===== src/rtl/scc_mem_pkg.sv =====
// Shared types and default widths for the SCC unified-memory port arbiter.
package scc_mem_pkg;

  localparam int DEF_ADDR_W = 32;
  localparam int DEF_DATA_W = 32;

  // Latency counter width; holds MEM_LAT values up to 7.
  localparam int LAT_W = 3;

  typedef enum logic [1:0] {
    OWN_NONE = 2'd0,
    OWN_IF   = 2'd1,
    OWN_DATA = 2'd2
  } owner_t;

  typedef enum logic {
    ARB_IDLE = 1'b0,
    ARB_BUSY = 1'b1
  } arb_state_t;

endpackage


===== src/rtl/mem_arb_age_ctr.sv =====
// Saturating starvation counter for the fetch requester. Counts cycles in
// which fetch is requesting but not granted. It asserts o_expired once the
// count reaches MAX_WAIT. MAX_WAIT = 0 keeps o_expired permanently high, so
// fetch always wins.
module mem_arb_age_ctr
  import scc_mem_pkg::*;
#(
  parameter int MAX_WAIT = 3
) (
  input  logic i_clk,
  input  logic i_reset,
  input  logic i_req,
  input  logic i_gnt,
  output logic o_expired
);

  localparam int CNT_W = (MAX_WAIT < 1) ? 1 : $clog2(MAX_WAIT + 1);
  localparam logic [CNT_W-1:0] LIMIT = CNT_W'(MAX_WAIT);

  logic [CNT_W-1:0] r_cnt;

  // Age the pending fetch; a grant or a withdrawn request starts over from zero.
  always_ff @(posedge i_clk or negedge i_reset) begin
    if (!i_reset) begin
      r_cnt <= '0;
    end else if (!i_req || i_gnt) begin
      r_cnt <= '0;
    end else if (r_cnt != LIMIT) begin
      r_cnt <= r_cnt + CNT_W'(1);
    end
  end

  assign o_expired = (r_cnt == LIMIT);

endmodule


===== src/rtl/mem_port_arbiter.sv =====
// Arbiter for the single-port unified instruction/data memory. It places one
// transaction in flight at a time. Data requests win unless fetch has starved
// for MAX_WAIT cycles. The response cycle may also issue the next transaction,
// so with MEM_LAT = 1 the memory sustains one access per cycle.
// Optional build macro ARB_PERF_CNT_EN adds the stall and conflict counters.
module mem_port_arbiter
  import scc_mem_pkg::*;
#(
  parameter int ADDR_W   = DEF_ADDR_W,
  parameter int DATA_W   = DEF_DATA_W,
  parameter int MEM_LAT  = 1,
  parameter int MAX_WAIT = 3
) (
  input  logic              i_clk,
  input  logic              i_reset,
  input  logic              i_if_req,
  input  logic [ADDR_W-1:0] i_if_addr,
  output logic              o_if_gnt,
  output logic              o_if_rvalid,
  output logic [DATA_W-1:0] o_if_rdata,
  input  logic              i_d_req,
  input  logic              i_d_we,
  input  logic [ADDR_W-1:0] i_d_addr,
  input  logic [DATA_W-1:0] i_d_wdata,
  output logic              o_d_gnt,
  output logic              o_d_rvalid,
  output logic [DATA_W-1:0] o_d_rdata,
  output logic              o_mem_en,
  output logic              o_mem_we,
  output logic [ADDR_W-1:0] o_mem_addr,
  output logic [DATA_W-1:0] o_mem_wdata,
  input  logic [DATA_W-1:0] i_mem_rdata,
  output logic              o_stall
`ifdef ARB_PERF_CNT_EN
  ,
  output logic [31:0]       o_if_stall_cnt,
  output logic [31:0]       o_d_conflict_cnt
`endif
);

  localparam logic [LAT_W-1:0] LAT_END = LAT_W'(MEM_LAT);

  arb_state_t       r_state, w_state_nxt;
  owner_t           r_owner, w_owner_nxt;
  logic [LAT_W-1:0] r_lat_cnt, w_lat_nxt;
  logic             r_store, w_store_nxt;

  logic w_resp;
  logic w_issue_ok;
  logic w_d_win;
  logic w_if_win;
  logic w_expired;

  mem_arb_age_ctr #(
    .MAX_WAIT(MAX_WAIT)
  ) u_age (
    .i_clk    (i_clk),
    .i_reset  (i_reset),
    .i_req    (i_if_req),
    .i_gnt    (o_if_gnt),
    .o_expired(w_expired)
  );

  // Hold the outstanding transaction: state, owner, latency count, store flag.
  always_ff @(posedge i_clk or negedge i_reset) begin
    if (!i_reset) begin
      r_state   <= ARB_IDLE;
      r_owner   <= OWN_NONE;
      r_lat_cnt <= '0;
      r_store   <= 1'b0;
    end else begin
      r_state   <= w_state_nxt;
      r_owner   <= w_owner_nxt;
      r_lat_cnt <= w_lat_nxt;
      r_store   <= w_store_nxt;
    end
  end

  // Retire the response, pick a winner, and drive the memory port. Reset gates every output low.
  always_comb begin
    w_state_nxt = r_state;
    w_owner_nxt = r_owner;
    w_lat_nxt   = r_lat_cnt;
    w_store_nxt = r_store;
    w_resp      = 1'b0;
    w_issue_ok  = 1'b0;
    w_d_win     = 1'b0;
    w_if_win    = 1'b0;
    o_if_gnt    = 1'b0;
    o_if_rvalid = 1'b0;
    o_if_rdata  = '0;
    o_d_gnt     = 1'b0;
    o_d_rvalid  = 1'b0;
    o_d_rdata   = '0;
    o_mem_en    = 1'b0;
    o_mem_we    = 1'b0;
    o_mem_addr  = '0;
    o_mem_wdata = '0;
    o_stall     = 1'b0;
    if (i_reset) begin
      w_resp     = (r_state == ARB_BUSY) && (r_lat_cnt == LAT_END);
      w_issue_ok = (r_state == ARB_IDLE) || w_resp;
      if (r_state == ARB_BUSY) begin
        w_lat_nxt = r_lat_cnt + LAT_W'(1);
      end
      if (w_resp) begin
        w_state_nxt = ARB_IDLE;
        w_owner_nxt = OWN_NONE;
        w_lat_nxt   = '0;
        w_store_nxt = 1'b0;
        if (r_owner == OWN_IF) begin
          o_if_rvalid = 1'b1;
          o_if_rdata  = i_mem_rdata;
        end else if (r_owner == OWN_DATA) begin
          o_d_rvalid = 1'b1;
          o_d_rdata  = r_store ? '0 : i_mem_rdata;
        end
      end
      if (w_issue_ok) begin
        if (i_d_req && !(i_if_req && w_expired)) begin
          w_d_win = 1'b1;
        end else if (i_if_req) begin
          w_if_win = 1'b1;
        end
      end
      if (w_d_win) begin
        o_d_gnt     = 1'b1;
        o_mem_en    = 1'b1;
        o_mem_we    = i_d_we;
        o_mem_addr  = i_d_addr;
        o_mem_wdata = i_d_wdata;
        w_state_nxt = ARB_BUSY;
        w_owner_nxt = OWN_DATA;
        w_lat_nxt   = LAT_W'(1);
        w_store_nxt = i_d_we;
      end else if (w_if_win) begin
        o_if_gnt    = 1'b1;
        o_mem_en    = 1'b1;
        o_mem_addr  = i_if_addr;
        w_state_nxt = ARB_BUSY;
        w_owner_nxt = OWN_IF;
        w_lat_nxt   = LAT_W'(1);
        w_store_nxt = 1'b0;
      end
      o_stall = i_if_req && !o_if_gnt;
    end
  end

`ifdef ARB_PERF_CNT_EN
  logic [31:0] r_if_stall_cnt;
  logic [31:0] r_d_conflict_cnt;

  // Count stalled fetch cycles and issue cycles where both sides wanted the port.
  always_ff @(posedge i_clk or negedge i_reset) begin
    if (!i_reset) begin
      r_if_stall_cnt   <= '0;
      r_d_conflict_cnt <= '0;
    end else begin
      if (o_stall) begin
        r_if_stall_cnt <= r_if_stall_cnt + 32'd1;
      end
      if (w_issue_ok && i_if_req && i_d_req) begin
        r_d_conflict_cnt <= r_d_conflict_cnt + 32'd1;
      end
    end
  end

  assign o_if_stall_cnt   = r_if_stall_cnt;
  assign o_d_conflict_cnt = r_d_conflict_cnt;
`else
  // Performance counters are not built in this configuration.
`endif

endmodule


===== config.mk =====
export PLATFORM = sky130hd
export DESIGN_NAME = mem_port_arbiter
export DESIGN_NICKNAME = d
export VERILOG_FILES = /design/src/rtl/scc_mem_pkg.sv /design/src/rtl/mem_arb_age_ctr.sv /design/src/rtl/mem_port_arbiter.sv
export SDC_FILE = /design/constraint.sdc
export NUM_CORES = 1
export LEC_CHECK = 0
export ABC_CLOCK_PERIOD_IN_PS = 2200
export CORE_AREA = 2 2 104 106
export CTS_BUF_LIST = sky130_fd_sc_hd__clkbuf_16
export CTS_CLUSTER_DIAMETER = 150
export DETAILED_ROUTE_END_ITERATION = 12
export DIE_AREA = 0 0 106 108
export GPL_TIMING_DRIVEN = 0
export PLACE_DENSITY = 0.69
export SLEW_MARGIN = 10
export SYNTH_ARGS = -nofsm -noshare
export SYNTH_HDL_FRONTEND = slang
export SYNTH_HIERARCHICAL = 1
export SYNTH_SLANG_ARGS = --single-unit

===== constraint.sdc =====
create_clock -name i_clk -period 2.2 [get_ports i_clk]
set_input_delay 0.44 -clock i_clk [delete_from_list [all_inputs] [get_ports i_clk]]
set_output_delay 0.44 -clock i_clk [all_outputs]
set_load 0.005 [all_outputs]

* Word level (Yosys, flattened, before mapping)
Index checks and enable logic that the tools add are counted.
Operators by class: $add $sub $neg 2, equality and inequality tests 5, mux-type cells 52, bitwise logic cells 1, reduce and logical (&&, ||, !) cells 14
Operator list (count):
- 32-bit two-way mux | 13
- 1-bit two-way mux | 30
- 3-bit two-way mux | 4
- 2-bit two-way mux | 5
- 2-bit equality test, second input constant | 2
- 1-bit logical AND | 4
- 2-bit AND reduction | 2
- 4-bit nonzero test | 1
- 3-bit by 1-bit adder with 3-bit output, second input constant | 1
- 3-bit by 1-bit equality test with 1-bit output, second input constant | 1
- 1-bit logical NOT | 3
- 3-bit nonzero test | 1
- 2-bit by 1-bit adder with 2-bit output, second input constant | 1
- 2-bit by 1-bit equality test with 1-bit output, second input constant | 1
- 1-bit logical OR | 2
- 2-bit inequality test, second input constant | 1
- 2-bit nonzero test | 1
- 1-bit inverter | 1
Storage, ports and cells: bits in registers 9, input bits 133, word-level logic and storage cells 79

* Longest topological paths before layout
Gate-level depths: netlist of the first run.
depth after elaboration 13, gate-level depth with buffers 8, gate-level depth less buffers 7

* Modules after synthesis
Netlist of the first run, hierarchy kept.
By module, submodules not included:
- mem_port_arbiter | instances 1, cells each 265, area each 1637.8 um^2
- mem_arb_age_ctr | instances 1, cells each 8, area each 95.1 um^2

* Least setup slack after synthesis of the first run
No wires, ideal clock.
kind reg-to-output, start register r_lat_cnt[1], end output o_mem_addr[0], data arrival time 1.482 ns, required time 1.760 ns, path slack 0.278 ns, stages on the path, launching flop included 7, cell sequence dfrtp_1 -> inv_1 -> ha_1 -> nor2b_1 -> o221ai_2 -> buf_2 -> o22ai_1
Between the ends: cells in the longest elaborated chain, start to end 8, elaborated cells on any way between the ends 10, classes of those cells eq/ne (1); mux (7); reduce/logical (2)
Ends and longest elaborated chain:
- start, declared | line mem_port_arbiter.sv:45 | logic [LAT_W-1:0] r_lat_cnt, w_lat_nxt;
- start signal, assigned | line mem_port_arbiter.sv:74 | r_lat_cnt <= w_lat_nxt;
- 3-bit by 1-bit equality test with 1-bit output (*) | line mem_port_arbiter.sv:101 | w_resp = (r_state == ARB_BUSY) && (r_lat_cnt == LAT_END);
- 1-bit logical AND (*) | line mem_port_arbiter.sv:101
- 1-bit logical OR (*) | line mem_port_arbiter.sv:102 | w_issue_ok = (r_state == ARB_IDLE) || w_resp;
- 1-bit two-way mux | line mem_port_arbiter.sv:119 | if (w_issue_ok) begin
- 1-bit two-way mux | line mem_port_arbiter.sv:100 | if (i_reset) begin
- 32-bit two-way mux | line mem_port_arbiter.sv:136 | end else if (w_if_win) begin
- 32-bit two-way mux (*) | line mem_port_arbiter.sv:126 | if (w_d_win) begin
- 32-bit two-way mux (*) | line mem_port_arbiter.sv:100
- end, declared | line mem_port_arbiter.sv:30 | output logic [ADDR_W-1:0] o_mem_addr,
Every way passes the cells marked *; elsewhere a longest branch is shown, timed or not. The select of a mux whose other input is x is not followed.

* Final worst setup path of the first run
start register r_lat_cnt[1], end output o_d_rdata[29]
Between the ends: cells in the longest elaborated chain, start to end 4
Ends and longest elaborated chain:
- 3-bit by 1-bit equality test with 1-bit output | line mem_port_arbiter.sv:101
- 1-bit logical AND | line mem_port_arbiter.sv:101
- 32-bit two-way mux | line mem_port_arbiter.sv:106 | if (w_resp) begin
- 32-bit two-way mux | line mem_port_arbiter.sv:100
- end, declared | line mem_port_arbiter.sv:27 | output logic [DATA_W-1:0] o_d_rdata,
Every way passes these cells.

==> impl_summary.txt, run 1 <==
----------------------------------------------------
[Placed design]
  Placer Congestion ... roughly 0.86
  Placed wire-length estimate ... 9843 um
  Placed instance area ... about 4600 um2
  Setup WS pre-CTS ... -1.431 ns
  Number of port buffers ... ~270

[Timing]
  Max Freq ... 422.0 MHz
  Final Worst Setup Slack ... -0.1699 ns
  RSZ-0062 raised after global routing ... true
  Endpoints failing hold ... 0
  Relative slew slack ... 0.7242
  Least-Margin Pin Slew ... a little over 0.4 ns
  Number of setup violations in the final report ... 103
  Shortest period the worst path allows ... 2.370 ns
  Final worst-path cycle share ... 1.077
  Layout Skew ... ~0.00084 ns
  Final Max Tran Viols ... 0

[Outcome]
  Status ... finished, violations left
  Failing checks ... negative setup slack

[Critical path]
  CP endpoint kind ... output port
  Reg2reg setup slack ... 0.53 ns
  Worst reg2reg path endpoint ... u_age/r_cnt[1]
  Top delay family on crit path ... buffers and inverters
  Data required time of the worst path ... 1.76 ns
  Count of cells along the worst register-to-register path ... 9
  CP cell instances ... inv_2 > ha_4 > nand4b_4 > nor4b_4 > buf_6 > buf_8 > buf_6 > and2_1 > buf_2
  Slowest stage cell, crit path ... sky130_fd_sc_hd__dfrtp_1
  Buffers & Inverters on Critical Path ... 5
  Largest stage delay, worst path ... 0.38 ns
  Classification of the worst setup path ... reg2out
  Largest fanout on the critical path ... 6
  Category of the worst setup path launch point ... flip-flop
  WP data arrival ... about 1.9 ns
  Worst path most repeated cell ... sky130_fd_sc_hd__buf_6
  RR Startpoint ... r_lat_cnt[1]

[Job]
  Max Cap Violations ... 0

[Drt]
  Detailed-routing iteration count for the pre-antenna-repair pass ... 4
  Number of violations reported at the end of detailed-routing iteration 0 ... 132
  Number of antenna-violating nets in the routed design ... 0
  WL per Instance ... 18.21 um
  Via count ... 3,374
  DRC errors left ... 0
  Vias per inst ... between 4 and 5
  Final routed wirelength across all metal layers ... ~13,000 um

[Clock tree]
  Worst-skew pair later-pin latency ... 0.24 ns
  Clk root buf ... sky130_fd_sc_hd__clkbuf_16
  Reg clk slew, reported paths ... 0.04 ns
  Clock buffers created by TritonCTS ... 3
  Maximum clock path buffer count ... 2
  Deepest level of the CTS H-tree ... 1
  Clock tree from TritonCTS ... built
  Number of clock sinks seen by CTS ... 9

[Synth]
  Area share of xor/xnor cells in the synthesized design ... 0.005054
  Post-Synth Simple-Gate Area ... 0.5632
  Adder and majority gate portion of the synthesized area ... 0.02166
  Sequential-to-total area share from yosys stat ... 0.1300
  Number of synthesized flops with an enable pin ... 0
  Largest cells by area after synthesis ... sky130_fd_sc_hd__and2_1 23%, sky130_fd_sc_hd__nand2_1 14%, sky130_fd_sc_hd__dfrtp_1 13%
  Area share of the largest cell type after synthesis ... 0.2310
  Gate count after technology mapping ... around 270
  Post-Syn Area ... 1733 um2
  Share of flip-flops with an asynchronous set or reset ... 1.000
  Post-synthesis mux area share ... 0.01155
  Number of distinct standard cells referenced by the synthesized netlist ... 33
  Synth Register Bits ... 9
  Dominant cell by count in the synthesized netlist ... sky130_fd_sc_hd__nand2_1
  Dominant synthesized flop cell ... sky130_fd_sc_hd__dfrtp_1
  Syn Nets ... 409
  Cell types with the highest counts after synthesis ... 66 x sky130_fd_sc_hd__nand2_1, 64 x sky130_fd_sc_hd__and2_1, 34 x sky130_fd_sc_hd__and3_1, 33 x sky130_fd_sc_hd__o22ai_1, 12 x sky130_fd_sc_hd__clkbuf_1
  Average cell area after synthesis ... 6.348 um2
  Warnings from Yosys ... 6
  Largest family of logic cells by synthesized area ... simple AND/OR/NAND/NOR gates
  Compound-cell area share of the yosys netlist ... 0.1884
  Cell type with the highest aggregate area in the netlist ... sky130_fd_sc_hd__and2_1

[Floorplan]
  Die Width ... 106 um
  Row cnt ... 37
  Count of pins on the block boundary ... 268
  Floorplan die area ... 11,450 um2
  Starting density of the core ... 0.1694
  Area of the core ... 10,230 um2
  DIE HEIGHT ... 108 um

[Cells and area]
  Finished layout cell area ... around 5700 um2
  Fin nets ... 727
  Antenna diode count ... 0
  Number of fillers in the final layout ... 930
  Fraction of final layout cells with drive strength greater than 1 ... 0.5525
  Growth of design area from synthesis to finish ... 226.4%

[Global route]
  Largest net degree at the start of global routing ... 17
  Residual overflow from global routing ... 0
  Vias in the first global route ... 3,404
  Number of antenna violations at the first check in global routing ... 0
  Global router's overall resource usage ... 0.2110
  First-pass GRT wire length ... 18,640 um

[Hold path]
  Path type of the worst min-delay path ... in2async

[Power and ir drop]
  Leakage power summed over all cells ... 2.724 nW
  IR drop worst, VDD ... 0.2702 mV
  Power density cells ... 510.2 nW/um2

----------------------------------------------------
-- cells in the final DEF (no fill, tap or decap), types with 3 or more instances in the layout --
master and n:
sky130_fd_sc_hd__inv_1 6, sky130_fd_sc_hd__and2_1 5, sky130_fd_sc_hd__and3_4 15, sky130_fd_sc_hd__and3_1 19, sky130_fd_sc_hd__nor2_1 4, sky130_fd_sc_hd__clkbuf_8 6
sky130_fd_sc_hd__clkbuf_2 7, sky130_fd_sc_hd__buf_8 11, sky130_fd_sc_hd__nand2_1 66, sky130_fd_sc_hd__clkbuf_16 3, sky130_fd_sc_hd__buf_4 12, sky130_fd_sc_hd__clkdlybuf4s50_1 129
sky130_fd_sc_hd__dfrtp_1 9, sky130_fd_sc_hd__o22ai_2 31, sky130_fd_sc_hd__o21ai_0 3, sky130_fd_sc_hd__buf_6 106, sky130_fd_sc_hd__and2_4 59, sky130_fd_sc_hd__clkbuf_1 3
sky130_fd_sc_hd__buf_2 58
-- registers in the layout, indices dropped and copies added (netlist names) --
name,cells
r_lat_cnt,3
r_owner,2
r_state,1
r_store,1
u_age/r_cnt,2
-- what timing repair did --
item                       in CTS  in global routing
hold buffers                    0                  0
setup endpoints to repair     137                134
cloned                          7                  0
pin swaps                      56                 18
resized for setup             740                103
buffers inserted               40                  4
-- area by class of cell --
| class | instances | area (um2) | share of cell area |
|---|---|---|---|
| buffer | 26 | 260.3 | 0.04602 |
| clock buffer | 3 | 75.07 | 0.01327 |
| clock inverter | 1 | 3.754 | 0.0006637 |
| inverter | 6 | 22.52 | 0.003982 |
| multi-input combinational | 231 | 1881 | 0.3325 |
| sequential | 9 | 225.2 | 0.03982 |
| tap | 136 | 170.2 | 0.03009 |
| timing repair buffer | 314 | 3018 | 0.5336 |
-- where the power goes --
part	internal, W	switching, W	leakage, nW
clock	0.000238	0.0000890	0.0423
combinational	0.00133	0.000910	2.57
sequential	0.000233	0.0000841	0.109
total	0.00180	0.00108	2.72
-- worst max path at each step --
stage / startpoint / endpoint / slack [ns] / cells past startpoint
floorplan: r_lat_cnt[1] / o_mem_addr[0] / 0.28 / 6
global placement: i_reset / o_mem_addr[18] / -1.40 / 6
detailed placement: i_reset / o_mem_addr[18] / -1.43 / 6
CTS: u_age/r_cnt[0] / o_mem_addr[7] / -0.22 / 7
global route: r_lat_cnt[1] / o_d_rdata[29] / -0.26 / 9
finish: r_lat_cnt[1] / o_d_rdata[29] / -0.17 / 9
-- logic make-up after synthesis --
kind of cell / Yosys count
AND/OR/NAND/NOR: 177
AO/OA/AOI/OAI: 48
buffers and inverters: 33
adder cells (fa/ha/maj): 3
multiplexers: 2
XOR/XNOR: 1
flip-flops: 9
-- metal layers --
metal | global-route usage | part of all wire
met3 | 0.09403 | 0.12
met1 | 0.2142 | 0.36
met2 | 0.3954 | 0.51
met4 | 0.05357 | 0.017
met5 | 0 | 0
-- stage by stage --
stage / hold WS [ns] / TNS [ns] / cells / utilization / power (W)
final: 0.008950 / -8.071 / 726 / 0.5528 / 0.002885
after global routing: 0.01502 / -17.06 / 726 / 0.5528 / 0.003047
after CTS: 0.009987 / -9.675 / 726 / 0.5120 / 0.002689
after detailed placement: 0.5338 / -156.46 / 676 / 0.4472 / 0.001780
after global placement: 0.5171 / -150.52 / 676 / 0.4472 / 0.001733
after floorplan: 0.1444 / 0 / 273 / - / 0.0009151
(Power assumes the default switching activity.)
==> inputs of run 2 (changes only) <==
--- a/config.mk
+++ b/config.mk
@@ -13,7 +13,7 @@
 export DIE_AREA = 0 0 106 108
 export GPL_TIMING_DRIVEN = 0
 export PLACE_DENSITY = 0.69
-export SLEW_MARGIN = 10
+export SLEW_MARGIN = 20
 export SYNTH_ARGS = -nofsm -noshare
 export SYNTH_HDL_FRONTEND = slang
 export SYNTH_HIERARCHICAL = 1
==> results of run 2 <==
The final DEF is identical to that of run 1; final timing and power are the same.
